===== config.mk =====
export PLATFORM = sky130hd
export DESIGN_NAME = sram_mem_controller
export DESIGN_NICKNAME = d
export VERILOG_FILES = /design/src/rtl/sram_mem_controller.sv
export SDC_FILE = /design/constraint.sdc
export NUM_CORES = 1
export LEC_CHECK = 0
export CELL_PAD_IN_SITES_DETAIL_PLACEMENT = 1
export CELL_PAD_IN_SITES_GLOBAL_PLACEMENT = 2
export CORE_AREA = 3 3 110 138
export DETAILED_ROUTE_END_ITERATION = 16
export DIE_AREA = 0 0 113 141
export GPL_TIMING_DRIVEN = 0
export PLACE_DENSITY = 0.92
export SLEW_MARGIN = 20
export SYNTH_ARGS = -nofsm -noshare
export SYNTH_HDL_FRONTEND = slang
export SYNTH_SLANG_ARGS = --single-unit

===== constraint.sdc =====
create_clock -name clk -period 5.1 [get_ports clk]
set_input_delay 1.275 -clock clk [delete_from_list [all_inputs] [get_ports clk]]
set_output_delay 1.275 -clock clk [all_outputs]
set_load 0.01 [all_outputs]

===== src/rtl/sram_mem_controller.sv =====
// -----------------------------------------------------------------------------
// sram_mem_controller
//
// Memory-stage responder for the pipeline's load/store requests. One 32-bit
// access is split into two 16-bit accesses on an external asynchronous SRAM,
// low half-word first, then high half-word. ready is held low while an access
// is in flight so the hazard/freeze logic stalls the whole pipeline.
//
// Ports
//   clk          system clock, all state updates on the rising edge
//   rst_n        asynchronous active-low reset; aborts any access in flight
//   MEM_r_en     load request, held stable by the pipeline while ready=0
//   MEM_w_en     store request, held stable by the pipeline while ready=0
//   address      byte address from the ALU result
//   write_data   store data
//   read_data    load result, valid in the cycle where ready=1 ends a read
//   ready        0 = freeze pipeline; 1 = idle, or access completing
//   sram_addr    SRAM half-word address
//   sram_dq_out  write data for the SRAM data bus
//   sram_dq_oe   1 = drive sram_dq_out onto the SRAM data bus
//   sram_dq_in   SRAM data bus input
//   sram_we_n    active-low SRAM write strobe
// -----------------------------------------------------------------------------
module sram_mem_controller #(
    parameter int ADDR_BASE   = 1024,
    parameter int SRAM_ADDR_W = 18,
    parameter int WAIT_CYCLES = 5      // clocks per half-word access, >= 2
) (
    input  logic                   clk,
    input  logic                   rst_n,
    input  logic                   MEM_r_en,
    input  logic                   MEM_w_en,
    input  logic [31:0]            address,
    input  logic [31:0]            write_data,
    output logic [31:0]            read_data,
    output logic                   ready,
    output logic [SRAM_ADDR_W-1:0] sram_addr,
    output logic [15:0]            sram_dq_out,
    output logic                   sram_dq_oe,
    input  logic [15:0]            sram_dq_in,
    output logic                   sram_we_n
);

    localparam int                CNT_W    = $clog2(WAIT_CYCLES);
    localparam logic [CNT_W-1:0]  CNT_LAST = CNT_W'(WAIT_CYCLES - 1);

    typedef enum logic [1:0] {
        IDLE,
        LOW,
        HIGH,
        DONE
    } state_t;

    state_t                  state, state_next;
    logic [CNT_W-1:0]        cnt, cnt_next;
    logic [SRAM_ADDR_W-2:0]  word_q;
    logic [31:0]             data_q;
    logic                    is_write;

    logic                    request;
    logic [31:0]             offset;
    logic [SRAM_ADDR_W-2:0]  word;
    logic                    last_cycle;
    logic                    in_phase;
    logic                    unused_offset_bits;

    assign request    = MEM_r_en | MEM_w_en;

    // Word index of the access; bits above the SRAM range simply wrap away.
    assign offset     = address - 32'(ADDR_BASE);
    assign word       = offset[SRAM_ADDR_W:2];
    assign unused_offset_bits = ^{offset[31:SRAM_ADDR_W+1], offset[1:0]};

    assign last_cycle = (cnt == CNT_LAST);

    // -------------------------------------------------------------------------
    // State register, counter and access latches
    // -------------------------------------------------------------------------
    // NOTE: every register here uses <= so all of them see pre-edge values;
    // blocking assignments would make ordering inside the block matter.
    always_ff @(posedge clk or negedge rst_n) begin
        if (!rst_n) begin
            state     <= IDLE;
            cnt       <= '0;
            word_q    <= '0;
            data_q    <= '0;
            is_write  <= 1'b0;
            read_data <= '0;
        end else begin
            state <= state_next;
            cnt   <= cnt_next;

            // Address, data and direction are frozen for the whole access so
            // later changes on the request inputs cannot corrupt it.
            if (state == IDLE && request) begin
                word_q   <= word;
                data_q   <= write_data;
                is_write <= MEM_w_en;     // a write wins when both are high
            end

            // The SRAM output has had the full phase to settle by its last cycle.
            if (!is_write && last_cycle) begin
                if (state == LOW)  read_data[15:0]  <= sram_dq_in;
                if (state == HIGH) read_data[31:16] <= sram_dq_in;
            end
        end
    end

    // -------------------------------------------------------------------------
    // Next state and outputs
    // -------------------------------------------------------------------------
    // NOTE: every signal driven here gets a default first, so no path through
    // the case statement can leave one unassigned and infer a latch.
    always_comb begin
        state_next  = state;
        cnt_next    = cnt;
        in_phase    = (state == LOW) || (state == HIGH);
        ready       = 1'b0;
        sram_addr   = {word_q, (state == HIGH)};
        sram_dq_oe  = in_phase && is_write;
        // WE rises one cycle before the phase ends so data and address are
        // still held across the SRAM's write-latching edge.
        sram_we_n   = !(in_phase && is_write && !last_cycle);
        sram_dq_out = '0;

        if (sram_dq_oe) begin
            sram_dq_out = (state == HIGH) ? data_q[31:16] : data_q[15:0];
        end

        unique case (state)
            IDLE: begin
                cnt_next = '0;
                ready    = !request;     // low in the very cycle a request appears
                if (request) state_next = LOW;
            end
            LOW: begin
                if (last_cycle) begin
                    state_next = HIGH;
                    cnt_next   = '0;
                end else begin
                    cnt_next = cnt + 1'b1;
                end
            end
            HIGH: begin
                if (last_cycle) begin
                    state_next = DONE;
                    cnt_next   = '0;
                end else begin
                    cnt_next = cnt + 1'b1;
                end
            end
            DONE: begin
                ready      = 1'b1;
                cnt_next   = '0;
                state_next = IDLE;
            end
            default: begin
                state_next = IDLE;
                cnt_next   = '0;
            end
        endcase
    end

endmodule


==> results of run 1 <==
## worst register-to-register path, delay by kind of cell, from the launching register on
family,cells,cell delay (ns)
fa+ha+maj,1,0.22
simple gates,1,0.32
buf+inv,3,0.70
mux,1,0.37
flops,1,0.40
## cells in the final DEF, fill, tap and decap left out, drive strengths merged
master,Yosys,final
a21oi,2,2
a2bb2oi,1,1
a31oi,5,5
and2,1,1
and3,1,1
and3b,1,1
buf,5,7
clkbuf,10,20
clkdlybuf4s50,0,136
clkinv,0,2
clkinvlp,0,1
dfrtp,87,87
ha,8,8
inv,7,10
mux2,33,33
mux2i,17,17
nand2,132,132
nor2,25,25
nor2b,1,1
nor3b,2,2
o21a,1,1
o21ai,7,7
o31ai,3,3
or2,1,1
or3,3,3
or3b,1,1
or4,3,3
xnor2,2,2
## path summary, 6_finish.rpt
kind                       depth (start not counted)                         to  slack (ns)                  start
setup / recovery                                   5                      ready        0.95               MEM_w_en
hold reg to reg                                    2      data_q[9]$_DFFE_PN0P_        0.47  data_q[9]$_DFFE_PN0P_
setup reg to reg                                   6  read_data[18]$_DFFE_PN0P_        2.98   state[0]$_DFFE_PN0P_
max in group asynchronous                          2      data_q[9]$_DFFE_PN0P_        3.52                  rst_n
hold / removal                                     2      data_q[9]$_DFFE_PN0P_        0.47  data_q[9]$_DFFE_PN0P_
min in group asynchronous                          1   read_data[5]$_DFFE_PN0P_        0.93                  rst_n
## stage by stage
| stage | hold slack [ns] | total power (W) | cells | utilization, % | worst slack [ns] |
|---|---|---|---|---|---|
| 2_1_floorplan | 0.445 | 0.00196 | 359 | - | 2.04 |
| 3_3_place_gp | 0.459 | 0.00276 | 671 | 38.2 | -0.349 |
| 3_5_place_dp | 0.463 | 0.00286 | 672 | 38.4 | 0.963 |
| 4_1_cts | 0.478 | 0.00349 | 688 | 40.4 | 0.948 |
| 5_1_grt | 0.499 | 0.00369 | 688 | 40.4 | 0.834 |
| 6_report | 0.474 | 0.00342 | 688 | 40.4 | 0.955 |
## cells by family after synthesis
family                   synth area share [%]
AO/OA/AOI/OAI                            3.08
XOR/XNOR                                0.469
adder cells (fa/ha/maj)                  2.68
buffers and inverters                    2.38
flip-flops                               58.3
multiplexers                             14.5
AND/OR/NAND/NOR                          18.6
## metal layers
| layer | GRT usage [%] | routed length, um | share of wire (%) | up-vias |
|---|---|---|---|---|
| met5 | 0 | 0 | 0 | - |
| met4 | 3.61 | 86 | 0.77 | 0 |
| met3 | 3.39 | 523 | 4.7 | 7 |
| met2 | 27.2 | 6120 | 55 | 82 |
| met1 | 16.7 | 4380 | 39 | 1583 |
| li1 | - | - | - | 1464 |
## sequential cells by signal, summed over array words and instances, names as in the netlist
name,cells
is_write,1
state,2
word_q,17
cnt,3
read_data,32
data_q,32
## layout make-up
type	instances	area (um^2)	area share, %
well taps	175	219	3.89
clock inverters	6	43.8	0.779
multi-input cells	250	1470	26.1
inverters	7	26.3	0.467
flip-flops and latches	87	2180	38.7
repair buffers	138	1400	24.8
clock buffers	10	229	4.07
plain buffers	15	62.6	1.11
## power by group through the flow
stage	combinational (W)	sequential (W)	clock, W
floorplan	0.000674	0.00129	0
global route	0.00175	0.00127	0.000676
finish	0.00159	0.00122	0.000615
CTS	0.00163	0.00123	0.000635
detailed placement	0.00162	0.00124	0
global placement	0.00156	0.00121	0
==> key figures, run 1 <==
Route
  • WL final: 11,100 um
  • Detailed-route DRC error count: 0
  • Wire per inst: 16.2 um
  • Drt via density: 4.56
  • Vias: 3,136
  • Antenna viol nets, final: 0
  • DR iter-0 viols: 55
  • DRT Pass-1 Iters: 4

Die
  • Row cnt: 48
  • Die height: 141 um
  • Core area: 13,900 um^2
  • Starting Density: 26.8%
  • Num ports: 153
  • Die X: 113 um
  • Area of the die: 15,900 um^2

Setup path
  • Crit path DAT: 2.87 ns
  • Slowest stage cell on the critical path: clkdlybuf4s50_1
  • Worst-path cell chain: clkdlybuf4s50_1, nor3b_1, nor2_1, nor2_1, clkdlybuf4s50_1
  • Worst EP required: 3.83 ns
  • WS Path Type: in2out
  • Crit end category: primary output
  • Peak fanout along the critical path: 4
  • WP buf/inv: 2
  • CP Launch Type: input pin
  • Worst path max stage delay: 0.57 ns
  • Crit-path leading delay family: buffers and inverters

Clocking
  • Clk pin slew, worst setup/hold paths: 0.06 ns
  • Post-CTS Setup Inserts: 0
  • Clk buf depth: 2
  • # hold bufs at CTS: 0
  • Clock sink total: 87
  • CTS Buf Count: 9
  • Clk root buf: clkbuf_16
  • CTS resizes: 0
  • CTS tree: built
  • Latest clock arrival within the worst-skew pair: 0.33 ns
  • # H-tree levels: 3

Placed design
  • Routability Congestion: 0.738
  • Buffers on Ports: 137
  • Placed Area: 5350 um^2
  • DP HPWL: 8550 um

STA
  • Max Slew Vio Count: 0
  • Min Tclk post-route: 4.15 ns
  • # setup viols final: 0
  • Achievable Freq: 241 MHz
  • TNS Setup: 0 ns
  • Relative slew margins: 62.2%
  • Final period utilization: 81.3%
  • Measured slew at the worst slew-check pin: 0.566 ns
  • Hold violation count in the final report: 0
  • RSZ-0062 raised after global routing: false
  • Clk_skew: 0.00514 ns

Yosys
  • Synth top cells by count: nand2_1, dfrtp_1, mux2_1, nor2_1, mux2i_1
  • EDFF count, synth: 0
  • FFs w/ async S/R, synth: 100%
  • Mapped Area: 3730 um^2
  • Yosys cell types: 27
  • Post-synthesis sequential area ratio: 58.3%
  • Largest cells by area after synthesis: dfrtp_1, nand2_1, mux2_1, mux2i_1, ha_1
  • FF+latch count, synth: 87
  • Syn Nets: 451
  • Syn_area_per_cell: 10.4 um^2
  • Top-count cell post-synth: nand2_1
  • Most used flip-flop cell after synthesis: dfrtp_1
  • Synth top area share: 58.3%
  • Mapped Cells: 359
  • Total of warnings raised by yosys: 0
  • Yosys top cell by area: dfrtp_1

Run status
  • Outcome: finished clean

Power and ir drop
  • Int Pwr: 0.00218 W
  • Pwr Density: 608 nW/um^2
  • Sw frac: 36.2%
  • Maximum vdd drop: 0.000248 V
  • Clock Power Share: 18.0%
  • Flop pwr share: 35.7%
  • Leak: 2.51 nW
  • Combinational share of power: 46.3%
  • Net Sw Power: 0.00124 W

Global route
  • Largest net degree at the start of global routing: 47
  • Number of global-route vias before repair: 3,529
  • First-pass GRT wire length: 18,400 um
  • Initial antenna violation count: 0
  • Grt ovf: 0
  • Gr usage total: 14.6%

Job
  • Max Cap Viol: 0

Finish
  • Area growth, synth to finish: 50.6%
  • Ant diodes: 0
  • Design Area, Final: 5620 um^2
  • Nets: 600
  • Filler cell count: 1,595
  • Layout cell share with drive strength beyond 1: 4.87%

Min path
  • Worst Hold Class: reg2reg
No activity file was read; power rests on OpenSTA's default activity.
==> run 2, diff against run 1 <==
CORE_AREA = 3 3 118 149   (was 3 3 110 138)
DIE_AREA = 0 0 121 152   (was 0 0 113 141)
PLACE_DENSITY = 0.84   (was 0.92)
clock period = 3.5 ns   (was 5.1 ns; I/O delays follow)
==> run 2 against run 1 <==
Setup slack got worse by 0.71 ns. Clock skew increased by 0.0044 ns. Combinational power increased by 45%. Critical path depth increased by 1. Die area increased by 15%. Non-clock buffer count unchanged. Cell count increased by 6.1%. Critical endpoint is now sram_dq_out[5]. Largest cell class unchanged.
==> key figures, run 2 (same netlist as run 1, synthesis figures left out) <==
Run status
  • Outcome: finished clean (unchanged)

STA
  • Final period utilization: 93.1%
  • Achievable Freq: 307 MHz
  • # setup viols final: 0 (unchanged)
  • Relative slew margins: 63.0% (was 62.2%)
  • Hold violation count in the final report: 0 (unchanged)
  • Max Slew Vio Count: 0 (unchanged)
  • Measured slew at the worst slew-check pin: 0.555 ns (was 0.566 ns)
  • RSZ-0062 raised after global routing: false (unchanged)
  • Min Tclk post-route: 3.26 ns
  • Final WS setup: 0.243 ns (was 0.955 ns)
  • Clk_skew: 0.00952 ns (was 0.00514 ns)

Job
  • Max Cap Viol: 0 (unchanged)

Placed design
  • Placed insts: 713 (was 672)
  • Routability Congestion: 0.702 (was 0.738)
  • DP HPWL: 8810 um (was 8550 um)
  • Pre-CTS WS: 0.146 ns (was 0.963 ns)
  • Buffers on Ports: 137 (unchanged)

Die
  • Die height: 152 um (was 141 um)
  • Row cnt: 52 (was 48)
  • Core area: 16,200 um^2 (was 13,900 um^2)
  • Die X: 121 um (was 113 um)
  • Num ports: 153 (unchanged)
  • Starting Density: 23.1% (was 26.8%)
  • Area of the die: 18,400 um^2 (was 15,900 um^2)

Finish
  • Reg area: 2180 um^2 (unchanged)
  • Combined area of the multi-input logic cells: 1480 um^2 (was 1470 um^2)
  • Area growth, synth to finish: 53.7% (was 50.6%)
  • Filler cell count: 1,790 (was 1,595)
  • Final std cells w/o fill: 730 (was 688)
  • Largest regs: data_q (32), read_data (32), word_q (17) (unchanged)
  • Commonest non-fill, non-tap cells in the layout: clkdlybuf4s50_1, nand2_1, dfrtp_1 (unchanged)
  • Layout cell share with drive strength beyond 1: 5.46% (was 4.87%)
  • Nets: 600 (unchanged)
  • Commonest non-fill, non-tap cell in the layout: clkdlybuf4s50_1 (unchanged)

Setup path
  • Worst EP required: 2.62 ns (was 3.83 ns)
  • Crit end category: primary output (unchanged)
  • Worst path max stage delay: 0.55 ns (was 0.57 ns)
  • Peak fanout along the critical path: 10 (was 4)
  • WP buf/inv: 3 (was 2)
  • Slowest stage cell on the critical path: clkdlybuf4s50_1 (unchanged)
  • Crit-path leading delay family: buffers and inverters (unchanged)
  • CP Launch Type: register (was input pin)
  • Crit path DAT: 2.38 ns (was 2.87 ns)
  • Worst-path cell chain: inv_1, ha_1, nand2_2, buf_2, nor2_1, clkdlybuf4s50_1 (was clkdlybuf4s50_1, nor3b_1, nor2_1, nor2_1, clkdlybuf4s50_1)
  • WS Path Type: reg2out (was in2out)

Route
  • Detailed-route DRC error count: 0 (unchanged)
  • DRT Pass-1 Iters: 4 (unchanged)
  • Antenna viol nets, final: 0 (unchanged)
  • Drt via density: 4.26 (was 4.56)
  • WL final: 11,200 um (was 11,100 um)
  • DR iter-0 viols: 99 (was 55)
  • Vias: 3,113 (was 3,136)
  • Wire per inst: 15.4 um (was 16.2 um)

Min path
  • Worst Hold Class: reg2reg (unchanged)

Clocking
  • CTS Buf Count: 9 (unchanged)
  • Clk pin slew, worst setup/hold paths: 0.06 ns (about the same)
  • Clk root buf: clkbuf_16 (unchanged)
  • CTS tree: built (unchanged)
  • Latest clock arrival within the worst-skew pair: 0.34 ns (was 0.33 ns)
  • # H-tree levels: 3 (unchanged)
  • Clock sink total: 87 (unchanged)
  • Clk buf depth: 2 (unchanged)

Global route
  • Met3 usage: 4.95% (was 3.39%)
  • Largest net degree at the start of global routing: 55 (was 47)
  • GRT met1 Usage: 13.1% (was 16.7%)
  • Initial antenna violation count: 1 (was 0)
  • Gr usage total: 12.6% (was 14.6%)
  • Grt ovf: 0 (unchanged)
  • Number of global-route vias before repair: 3,586 (was 3,529)
  • First-pass GRT wire length: 18,300 um (was 18,400 um)
  • Met2 usage in global routing: 22.5% (was 27.2%)
  • GR peak layer: met2 (unchanged)

Power and ir drop
  • Pwr Density: 894 nW/um^2 (was 608 nW/um^2)
  • Total power: 0.00513 W (was 0.00342 W)
  • Leak: 2.54 nW (was 2.51 nW)
  • Maximum vdd drop: 0.000276 V (was 0.000248 V)
## run 2: final timing paths
path / startpoint / end / slack, ns / depth (start not counted)
min in group asynchronous: rst_n / read_data[11]$_DFFE_PN0P_ / 0.49 / 1
worst max-delay path: state[0]$_DFFE_PN0P_ / sram_dq_out[5] / 0.24 / 6
worst min-delay path: data_q[12]$_DFFE_PN0P_ / data_q[12]$_DFFE_PN0P_ / 0.48 / 2
max in group asynchronous: rst_n / cnt[2]$_DFF_PN0_ / 2.38 / 2
worst min register to register: data_q[12]$_DFFE_PN0P_ / data_q[12]$_DFFE_PN0P_ / 0.48 / 2
worst max register to register: state[0]$_DFFE_PN0P_ / read_data[24]$_DFFE_PN0P_ / 1.42 / 6
## run 2: worst min-delay path, cell delays in order, from the launching register on
cell and delay, ns:
dfrtp_1 0.34, nand2_1 0.05, nand2_1 0.06
## run 2: repair_timing
| action | CTS | global route |
|---|---|---|
| gates resized for setup | 2 | 4 |
| setup buffers | 0 | 0 |
| hold endpoints to repair | 0 | 0 |
| setup endpoints to repair | 10 | 11 |
| hold buffers | 0 | 0 |
## run 2: where the power goes
| part | switching [W] | internal (W) | total [W] |
|---|---|---|---|
| sequential | 0.000273 | 0.00151 | 0.00178 |
| clock | 0.000400 | 0.000645 | 0.00105 |
| combinational | 0.00111 | 0.00120 | 0.00231 |
| total | 0.00178 | 0.00335 | 0.00513 |
## run 2: routing by layer
metal  vias up  wire (um)
met4         0        155
li1       1467          -
met5         -          0
met2       113       5610
met3        10       1060
met1      1523       4400
## run 2: area by class of cell
type                    count  share of cell area [%]
multi-input cells         250                    25.7
clock buffers              11                    4.23
flip-flops and latches     87                    37.9
well taps                 216                    4.71
plain buffers              15                    1.20
inverters                   7                   0.458
repair buffers            138                    24.3
clock inverters             5                    1.42
diodes                      1                  0.0436
## run 2: metrics by stage
stage                     hold slack, ns  setup TNS (ns)  cell area [um^2]  util [%]
after floorplan                    0.445               0              3730         -
after global placement             0.457         -149.19              5380      33.2
after detailed placement           0.466               0              5400      33.3
after CTS                          0.482               0              5730      35.4
after global routing               0.504               0              5740      35.4
final                              0.479               0              5740      35.4
